**src/rtl/fwd_stall_unit_pkg.sv**
```systemverilog
// rtl/fwd_stall_unit_pkg.sv - shared encodings, latencies and scoreboard entry for fwd_stall_unit
// Contents: TUSE/TNEW encodings, default HI/LO latencies, scoreboard entry struct, tnew ageing helper.
package fwd_stall_unit_pkg;

    localparam logic [1:0] TUSE_NONE = 2'd3;   // operand never read from the register file

    localparam logic [1:0] TNEW_NOW  = 2'd0;   // lui/jal: result ready on entering E
    localparam logic [1:0] TNEW_ALU  = 2'd1;   // ALU: result ready on entering M
    localparam logic [1:0] TNEW_LOAD = 2'd2;   // load: result ready on entering W

    localparam int DEF_MULT_LAT = 5;
    localparam int DEF_DIV_LAT  = 10;

    // Address fields are held at a fixed maximum width so the struct can live here;
    // the top zero-extends its AW-bit addresses into them.
    localparam int SB_AW_MAX = 8;

    typedef struct packed {
        logic [SB_AW_MAX-1:0] rs;
        logic [SB_AW_MAX-1:0] rt;
        logic [SB_AW_MAX-1:0] wa;
        logic [1:0]           tnew;
        logic                 md_start;
        logic                 md_div;
    } sb_entry_t;

    // One pipeline step closer to the result, never below "ready now".
    function automatic logic [1:0] tnew_dec(input logic [1:0] t);
        return (t == 2'd0) ? 2'd0 : t - 2'd1;
    endfunction

endpackage

```
**src/rtl/fwd_stall_unit_md_busy_cnt.sv**
```systemverilog
// rtl/fwd_stall_unit_md_busy_cnt.sv - HI/LO unit occupancy counter
// Ports: clk, reset_n (async active-low), start_i (mult/div leaving E this cycle),
//        is_div_i (that start is a divide), busy_o (counter non-zero).
module md_busy_cnt #(
    parameter int MULT_LAT = 5,
    parameter int DIV_LAT  = 10
) (
    input  logic clk,
    input  logic reset_n,
    input  logic start_i,
    input  logic is_div_i,
    output logic busy_o
);

    localparam int MAX_LAT = (MULT_LAT > DIV_LAT) ? MULT_LAT : DIV_LAT;
    localparam int CNT_W   = $clog2(MAX_LAT + 2);

    logic [CNT_W-1:0] cnt_q, cnt_d;

    always_comb begin
        cnt_d = cnt_q;
        if (start_i) begin
            cnt_d = is_div_i ? CNT_W'(DIV_LAT) : CNT_W'(MULT_LAT);
        end else if (cnt_q != '0) begin
            cnt_d = cnt_q - CNT_W'(1);
        end
    end

    always_ff @(posedge clk or negedge reset_n) begin
        if (!reset_n) begin
            cnt_q <= '0;
        end else begin
            cnt_q <= cnt_d;
        end
    end

    assign busy_o = (cnt_q != '0);

endmodule

```
**src/rtl/fwd_stall_unit.sv**
```systemverilog
// rtl/fwd_stall_unit.sv - pipeline hazard unit: E/M/W scoreboard, stall detection, operand forwarding
// Inputs:  clk, reset_n (async active-low); D_* decode-stage instruction info and GRF operands;
//          E_rs_val/E_rt_val/M_rt_val unforwarded later-stage operands; E_wd/M_wd/W_wd stage results.
// Outputs: stall (freeze F/D, bubble into E), D/E/M forwarded operands, md_busy (HI/LO occupied).
module fwd_stall_unit
    import fwd_stall_unit_pkg::*;
#(
    parameter int DATA_W   = 32,
    parameter int AW       = 5,
    parameter int MULT_LAT = DEF_MULT_LAT,
    parameter int DIV_LAT  = DEF_DIV_LAT,
    parameter int W2D_FWD  = 1
) (
    input  logic              clk,
    input  logic              reset_n,
    input  logic [AW-1:0]     D_rs,
    input  logic [AW-1:0]     D_rt,
    input  logic [1:0]        D_tuse_rs,
    input  logic [1:0]        D_tuse_rt,
    input  logic [AW-1:0]     D_wa,
    input  logic [1:0]        D_tnew,
    input  logic              D_md_use,
    input  logic              D_md_start,
    input  logic              D_md_div,
    input  logic [DATA_W-1:0] D_grf_rs,
    input  logic [DATA_W-1:0] D_grf_rt,
    input  logic [DATA_W-1:0] E_rs_val,
    input  logic [DATA_W-1:0] E_rt_val,
    input  logic [DATA_W-1:0] M_rt_val,
    input  logic [DATA_W-1:0] E_wd,
    input  logic [DATA_W-1:0] M_wd,
    input  logic [DATA_W-1:0] W_wd,
    output logic              stall,
    output logic [DATA_W-1:0] D_rs_fwd,
    output logic [DATA_W-1:0] D_rt_fwd,
    output logic [DATA_W-1:0] E_rs_fwd,
    output logic [DATA_W-1:0] E_rt_fwd,
    output logic [DATA_W-1:0] M_rt_fwd,
    output logic              md_busy
);

    if (AW > SB_AW_MAX) begin : g_aw_too_wide
        $error("fwd_stall_unit: AW exceeds scoreboard address width");
    end

    localparam logic W2D_EN = (W2D_FWD != 0);

    sb_entry_t e_q, m_q, w_q;
    sb_entry_t e_d, m_d, w_d;

    logic [SB_AW_MAX-1:0] d_rs_x, d_rt_x, d_wa_x;
    logic stall_rs, stall_rt, stall_md;

    assign d_rs_x = SB_AW_MAX'(D_rs);
    assign d_rt_x = SB_AW_MAX'(D_rt);
    assign d_wa_x = SB_AW_MAX'(D_wa);

    // A producer in stage s blocks the reader when its result will not exist by the time
    // the reader needs it (tnew > tuse).
    function automatic logic raw_hazard(input logic [SB_AW_MAX-1:0] addr,
                                        input logic [1:0]           tuse,
                                        input sb_entry_t            s);
        return (addr != '0) && (tuse != TUSE_NONE) && (s.wa == addr) && (s.tnew > tuse);
    endfunction

    // One forwarding level: if this stage owns the address it decides the value (its result
    // when ready, otherwise the stale default, since an older copy would be wrong);
    // otherwise defer to the older stages' choice in `rest`.
    function automatic logic [DATA_W-1:0] fwd1(input logic [SB_AW_MAX-1:0] addr,
                                               input logic [DATA_W-1:0]    dflt,
                                               input sb_entry_t            s,
                                               input logic [DATA_W-1:0]    wd,
                                               input logic                 en,
                                               input logic [DATA_W-1:0]    rest);
        if ((addr != '0) && (s.wa == addr)) begin
            return (en && (s.tnew == 2'd0)) ? wd : dflt;
        end
        return rest;
    endfunction

    assign stall_rs = raw_hazard(d_rs_x, D_tuse_rs, e_q) || raw_hazard(d_rs_x, D_tuse_rs, m_q);
    assign stall_rt = raw_hazard(d_rt_x, D_tuse_rt, e_q) || raw_hazard(d_rt_x, D_tuse_rt, m_q);
    // A start still in E has not loaded the counter yet, so it must be checked separately.
    assign stall_md = (D_md_use || D_md_start) && (md_busy || e_q.md_start);
    assign stall    = stall_rs || stall_rt || stall_md;

    assign D_rs_fwd = fwd1(d_rs_x, D_grf_rs, e_q, E_wd, 1'b1,
                      fwd1(d_rs_x, D_grf_rs, m_q, M_wd, 1'b1,
                      fwd1(d_rs_x, D_grf_rs, w_q, W_wd, W2D_EN, D_grf_rs)));
    assign D_rt_fwd = fwd1(d_rt_x, D_grf_rt, e_q, E_wd, 1'b1,
                      fwd1(d_rt_x, D_grf_rt, m_q, M_wd, 1'b1,
                      fwd1(d_rt_x, D_grf_rt, w_q, W_wd, W2D_EN, D_grf_rt)));
    assign E_rs_fwd = fwd1(e_q.rs, E_rs_val, m_q, M_wd, 1'b1,
                      fwd1(e_q.rs, E_rs_val, w_q, W_wd, 1'b1, E_rs_val));
    assign E_rt_fwd = fwd1(e_q.rt, E_rt_val, m_q, M_wd, 1'b1,
                      fwd1(e_q.rt, E_rt_val, w_q, W_wd, 1'b1, E_rt_val));
    assign M_rt_fwd = fwd1(m_q.rt, M_rt_val, w_q, W_wd, 1'b1, M_rt_val);

    always_comb begin
        e_d = '0;
        if (!stall) begin
            e_d = '{rs: d_rs_x, rt: d_rt_x, wa: d_wa_x, tnew: D_tnew,
                    md_start: D_md_start, md_div: D_md_div};
        end
        m_d      = e_q;
        m_d.tnew = tnew_dec(e_q.tnew);
        w_d      = m_q;
        w_d.tnew = tnew_dec(m_q.tnew);
    end

    always_ff @(posedge clk or negedge reset_n) begin
        if (!reset_n) begin
            e_q <= '0;
            m_q <= '0;
            w_q <= '0;
        end else begin
            e_q <= e_d;
            m_q <= m_d;
            w_q <= w_d;
        end
    end

    md_busy_cnt #(
        .MULT_LAT (MULT_LAT),
        .DIV_LAT  (DIV_LAT)
    ) u_md_busy_cnt (
        .clk      (clk),
        .reset_n  (reset_n),
        .start_i  (e_q.md_start),
        .is_div_i (e_q.md_div),
        .busy_o   (md_busy)
    );

    // Fields carried along the pipe that no later-stage logic reads.
    logic sb_unused;
    assign sb_unused = ^{m_q.rs, m_q.md_start, m_q.md_div,
                         w_q.rs, w_q.rt, w_q.md_start, w_q.md_div};

endmodule

```
**config.mk**
```make
export PLATFORM = sky130hd
export DESIGN_NAME = fwd_stall_unit
export DESIGN_NICKNAME = d
export VERILOG_FILES = /design/src/rtl/fwd_stall_unit_pkg.sv /design/src/rtl/fwd_stall_unit_md_busy_cnt.sv /design/src/rtl/fwd_stall_unit.sv
export SDC_FILE = /design/constraint.sdc
export NUM_CORES = 1
export LEC_CHECK = 0
export BUFFER_PORTS_ARGS = -buffer_cell sky130_fd_sc_hd__buf_2
export CAP_MARGIN = 20
export CORE_AREA = 2 2 173 175
export DETAILED_ROUTE_END_ITERATION = 8
export DIE_AREA = 0 0 175 177
export PLACE_DENSITY = 0.54
export SYNTH_ARGS = -nofsm -noshare
export SYNTH_HDL_FRONTEND = slang
export SYNTH_SLANG_ARGS = --single-unit
```
**constraint.sdc**
```tcl
create_clock -name clk -period 3.81 [get_ports clk]
set_input_delay 0.762 -clock clk [delete_from_list [all_inputs] [get_ports clk]]
set_output_delay 0.762 -clock clk [all_outputs]
set_load 0.005 [all_outputs]
```
==> flow_summary.json <==
{
  "status": "complete, no violations",
  "num_io_pins": 444,
  "die_area_mm2": 0.0310,
  "min_from": "e_q[6]",
  "crit_type": "in -> out",
  "rsz0062_at_grt": "no",
  "filler_cell_count": 3088,
  "finalPower_mw": 4.31,
  "ys_types": 42,
  "antenna_found_initial": 2,
  "fin_tns_setup_ps": 0,
  "cts_sinks": 42,
  "max-vdd-ir-drop_uv": 322,
  "crit_path_end_kind": "primary output",
  "slew_headroom_pct": 37.5,
  "coreArea_mm2": 0.0292,
  "grt_max_degree": 43,
  "wl_mm": 38.2,
  "cts_made_buffers": 5,
  "seq_area_mm2": 0.00105,
  "io_buffer_count": 443,
  "die_width_um": 175,
  "synth_top_cell_area_share_pct": 14.3,
  "cp_max_fo": 11,
  "multi_input_area_mm2": 0.00551,
  "ys_warn_count": 0,
  "cts.repair.resized": 0,
  "wl_met1_mm": 16.6,
  "htree_levels": 2,
  "p_leak_nw": 4.65,
  "r2r-start": "e_q[7]",
  "hold_path_class": "reg -> reg",
  "grt_overflow": 0,
  "grtUsageTotal_pct": 22.9,
  "avgViaCountPerCell": 5.47,
  "whs_ps": 458,
  "drt_first_pass_iters": 5,
  "power.share.switching_pct": 48.9,
  "power.internal_mw": 2.21,
  "detail_route.wl_per_cell_um": 22.7,
  "finalCritPeriodShare_pct": 92.9,
  "final-setup-viol-count": 0,
  "p_switching_mw": 2.11,
  "drtAntennaViolNets": 0,
  "yosysMostFrequentCell": "a211oi_1",
  "met2_length_mm": 17.9,
  "drv_slew": 0,
  "worstMarginPinSlew_ps": 938,
  "holdBufCountCts": 0,
  "period_needed_ps": 3540,
  "cts_root_buf": "clkbuf_16",
  "postCtsSetupRepairBufs": 0,
  "synthToLayoutAreaGrowth_pct": 39.0,
  "netlist_instances": 888,
  "p_clk_share_pct": 10.9,
  "place.gp.congestion": 0.893,
  "netlist_top_cells_count": "a211oi_1 (130), inv_1 (107), nor2_1 (76), and2_1 (68), mux2i_1 (65)",
  "hpwl_mm": 29.5,
  "layout.nets": 1582,
  "crit_chain": "buf_2 > xor2_1 > nor4_1 > and4_2 > buf_12 > mux2i_1 > a211oi_1 > buf_2",
  "hold_viol": 0,
  "drive_above_1_share_pct": 46.8,
  "synthTopCellsByArea": "dfrtp_1 (14%), a211oi_1 (13%), a221oi_2 (12%)",
  "row_count": 63,
  "drt_iter0_drc": 636,
  "yosysTopAreaCell": "dfrtp_1",
  "grt_pass1_wl_mm": 54.6,
  "synthArstFlopShare_pct": 100,
  "p_comb_share_pct": 74.2,
  "vias": 9195,
  "startpoint": "D_rs[3]",
  "syn-num-nets": 1180,
  "final_core_util_pct": 35.0,
  "initial_core_util_pct": 25.1,
  "synth_ff_type": "dfrtp_1",
  "clkTransAtPathRegs_ps": 60,
  "cp_slowest_cell": "and4_2",
  "powerDensity_mw_per_mm2": 422,
  "ys_ff_latch": 42,
  "fmax_ghz": 0.282,
  "cts_tree": "yes",
  "die_y_um": 177,
  "critPathLaunchType": "input pin",
  "cap_violations": 0,
  "drc": 0,
  "seqPwrFrac_pct": 14.9,
  "syn_area_mm2": 0.00735,
  "clk_latency_ps": 280,
  "critPathMaxStageDelay_ps": 600,
  "clk_path_buf_depth": 2,
  "synth_edf_count": 0,
  "yosysSeqAreaShare_pct": 14.3,
  "wl_met3_mm": 3.08,
  "avgSynthCellArea_um2": 8.28,
  "highest_layer": "met5",
  "arrival_ps": 2780,
  "required_ps": 3050,
  "grt_pass1_vias": 8720,
  "critPathMostFrequentCell": "buf_2",
  "fin_skew_ps": 4.42
}
[placed cells by master (no fill, tap or decap), types with 31 or more instances in the layout]
master | Yosys | routed
inv_1 | 107 | 107
mux2_2 | 33 | 33
nor2_1 | 76 | 72
mux2i_1 | 65 | 65
a211oi_1 | 130 | 130
a221oi_2 | 60 | 60
and2_1 | 68 | 68
dfrtp_1 | 42 | 42
xor2_1 | 31 | 31
buf_4 | 8 | 33
buf_2 | 10 | 443
a2111oi_0 | 64 | 64
[final timing paths]
path / slack [ps] / cells past startpoint / end
hold / removal: 460 / 0 / m_q[6]
setup / recovery: 270 / 8 / D_rs_fwd[26]
max in group asynchronous: 2600 / 1 / e_q[20]
hold reg to reg: 460 / 0 / m_q[6]
min in group asynchronous: 630 / 1 / e_q[5]
setup reg to reg: 1500 / 7 / e_q[20]
[power by group through the flow]
| stage | Clock [mW] | Sequential (mW) | Combinational [mW] |
|---|---|---|---|
| finish | 0.470 | 0.641 | 3.20 |
| CTS | 0.480 | 0.640 | 3.18 |
| global placement | 0 | 0.648 | 3.17 |
| detailed placement | 0 | 0.648 | 3.17 |
| floorplan | 0 | 0.595 | 1.88 |
| global route | 0.499 | 0.653 | 3.42 |
[metal layers]
metal | vias to the layer above | track usage, %
li1 | 4178 | -
met4 | 2 | 4.72
met3 | 60 | 3.20
met1 | 4439 | 31.8
met2 | 516 | 37.9
met5 | - | 0
[layout make-up]
type                            instances  area share, %
Clock buffer                            5           1.22
Inverter                              107           3.93
Tap cell                              390           4.77
Multi-Input combinational cell        651           53.9
Timing Repair Buffer                  483           25.5
Sequential cell                        42           10.3
Antenna cell                            1         0.0245
Clock inverter                          3          0.392
[registers in the layout, indices dropped and copies added, names as in the netlist]
register	cells
e_q	19
w_q	7
m_q	12
u_md_busy_cnt.cnt_q	4
[worst max-delay path, delay by kind of cell]
| kind | cells | cell delay (ps) |
|---|---|---|
| and+or+nand+nor | 2 | 850 |
| buffers and inverters | 3 | 550 |
| AOI/OAI and AO/OA | 1 | 380 |
| xor gates and xnor gates | 1 | 140 |
| muxes | 1 | 80 |
[cell families (layout without fill, tap and decap cells)]
kind of cell / Yosys count / after routing / synth area share (%)
compound gates: 277 / 277 / 35.6
xor+xnor: 56 / 56 / 6.67
fa+ha+maj: 10 / 10 / 1.70
buf+inv: 195 / 598 / 12.0
flops: 42 / 42 / 14.3
mux: 98 / 98 / 13.9
other cells: 0 / 1 / 0
simple gates: 210 / 210 / 15.9
[metrics by stage]
stage	area, um^2	worst slack [ps]	cells
3_3_place_gp	10100	278	1673
5_1_grt	10200	126	1682
4_1_cts	10200	259	1681
6_report	10200	269	1682
2_1_floorplan	7350	1050	888
3_5_place_dp	10100	261	1673
No activity file was read; power rests on OpenSTA's default activity.
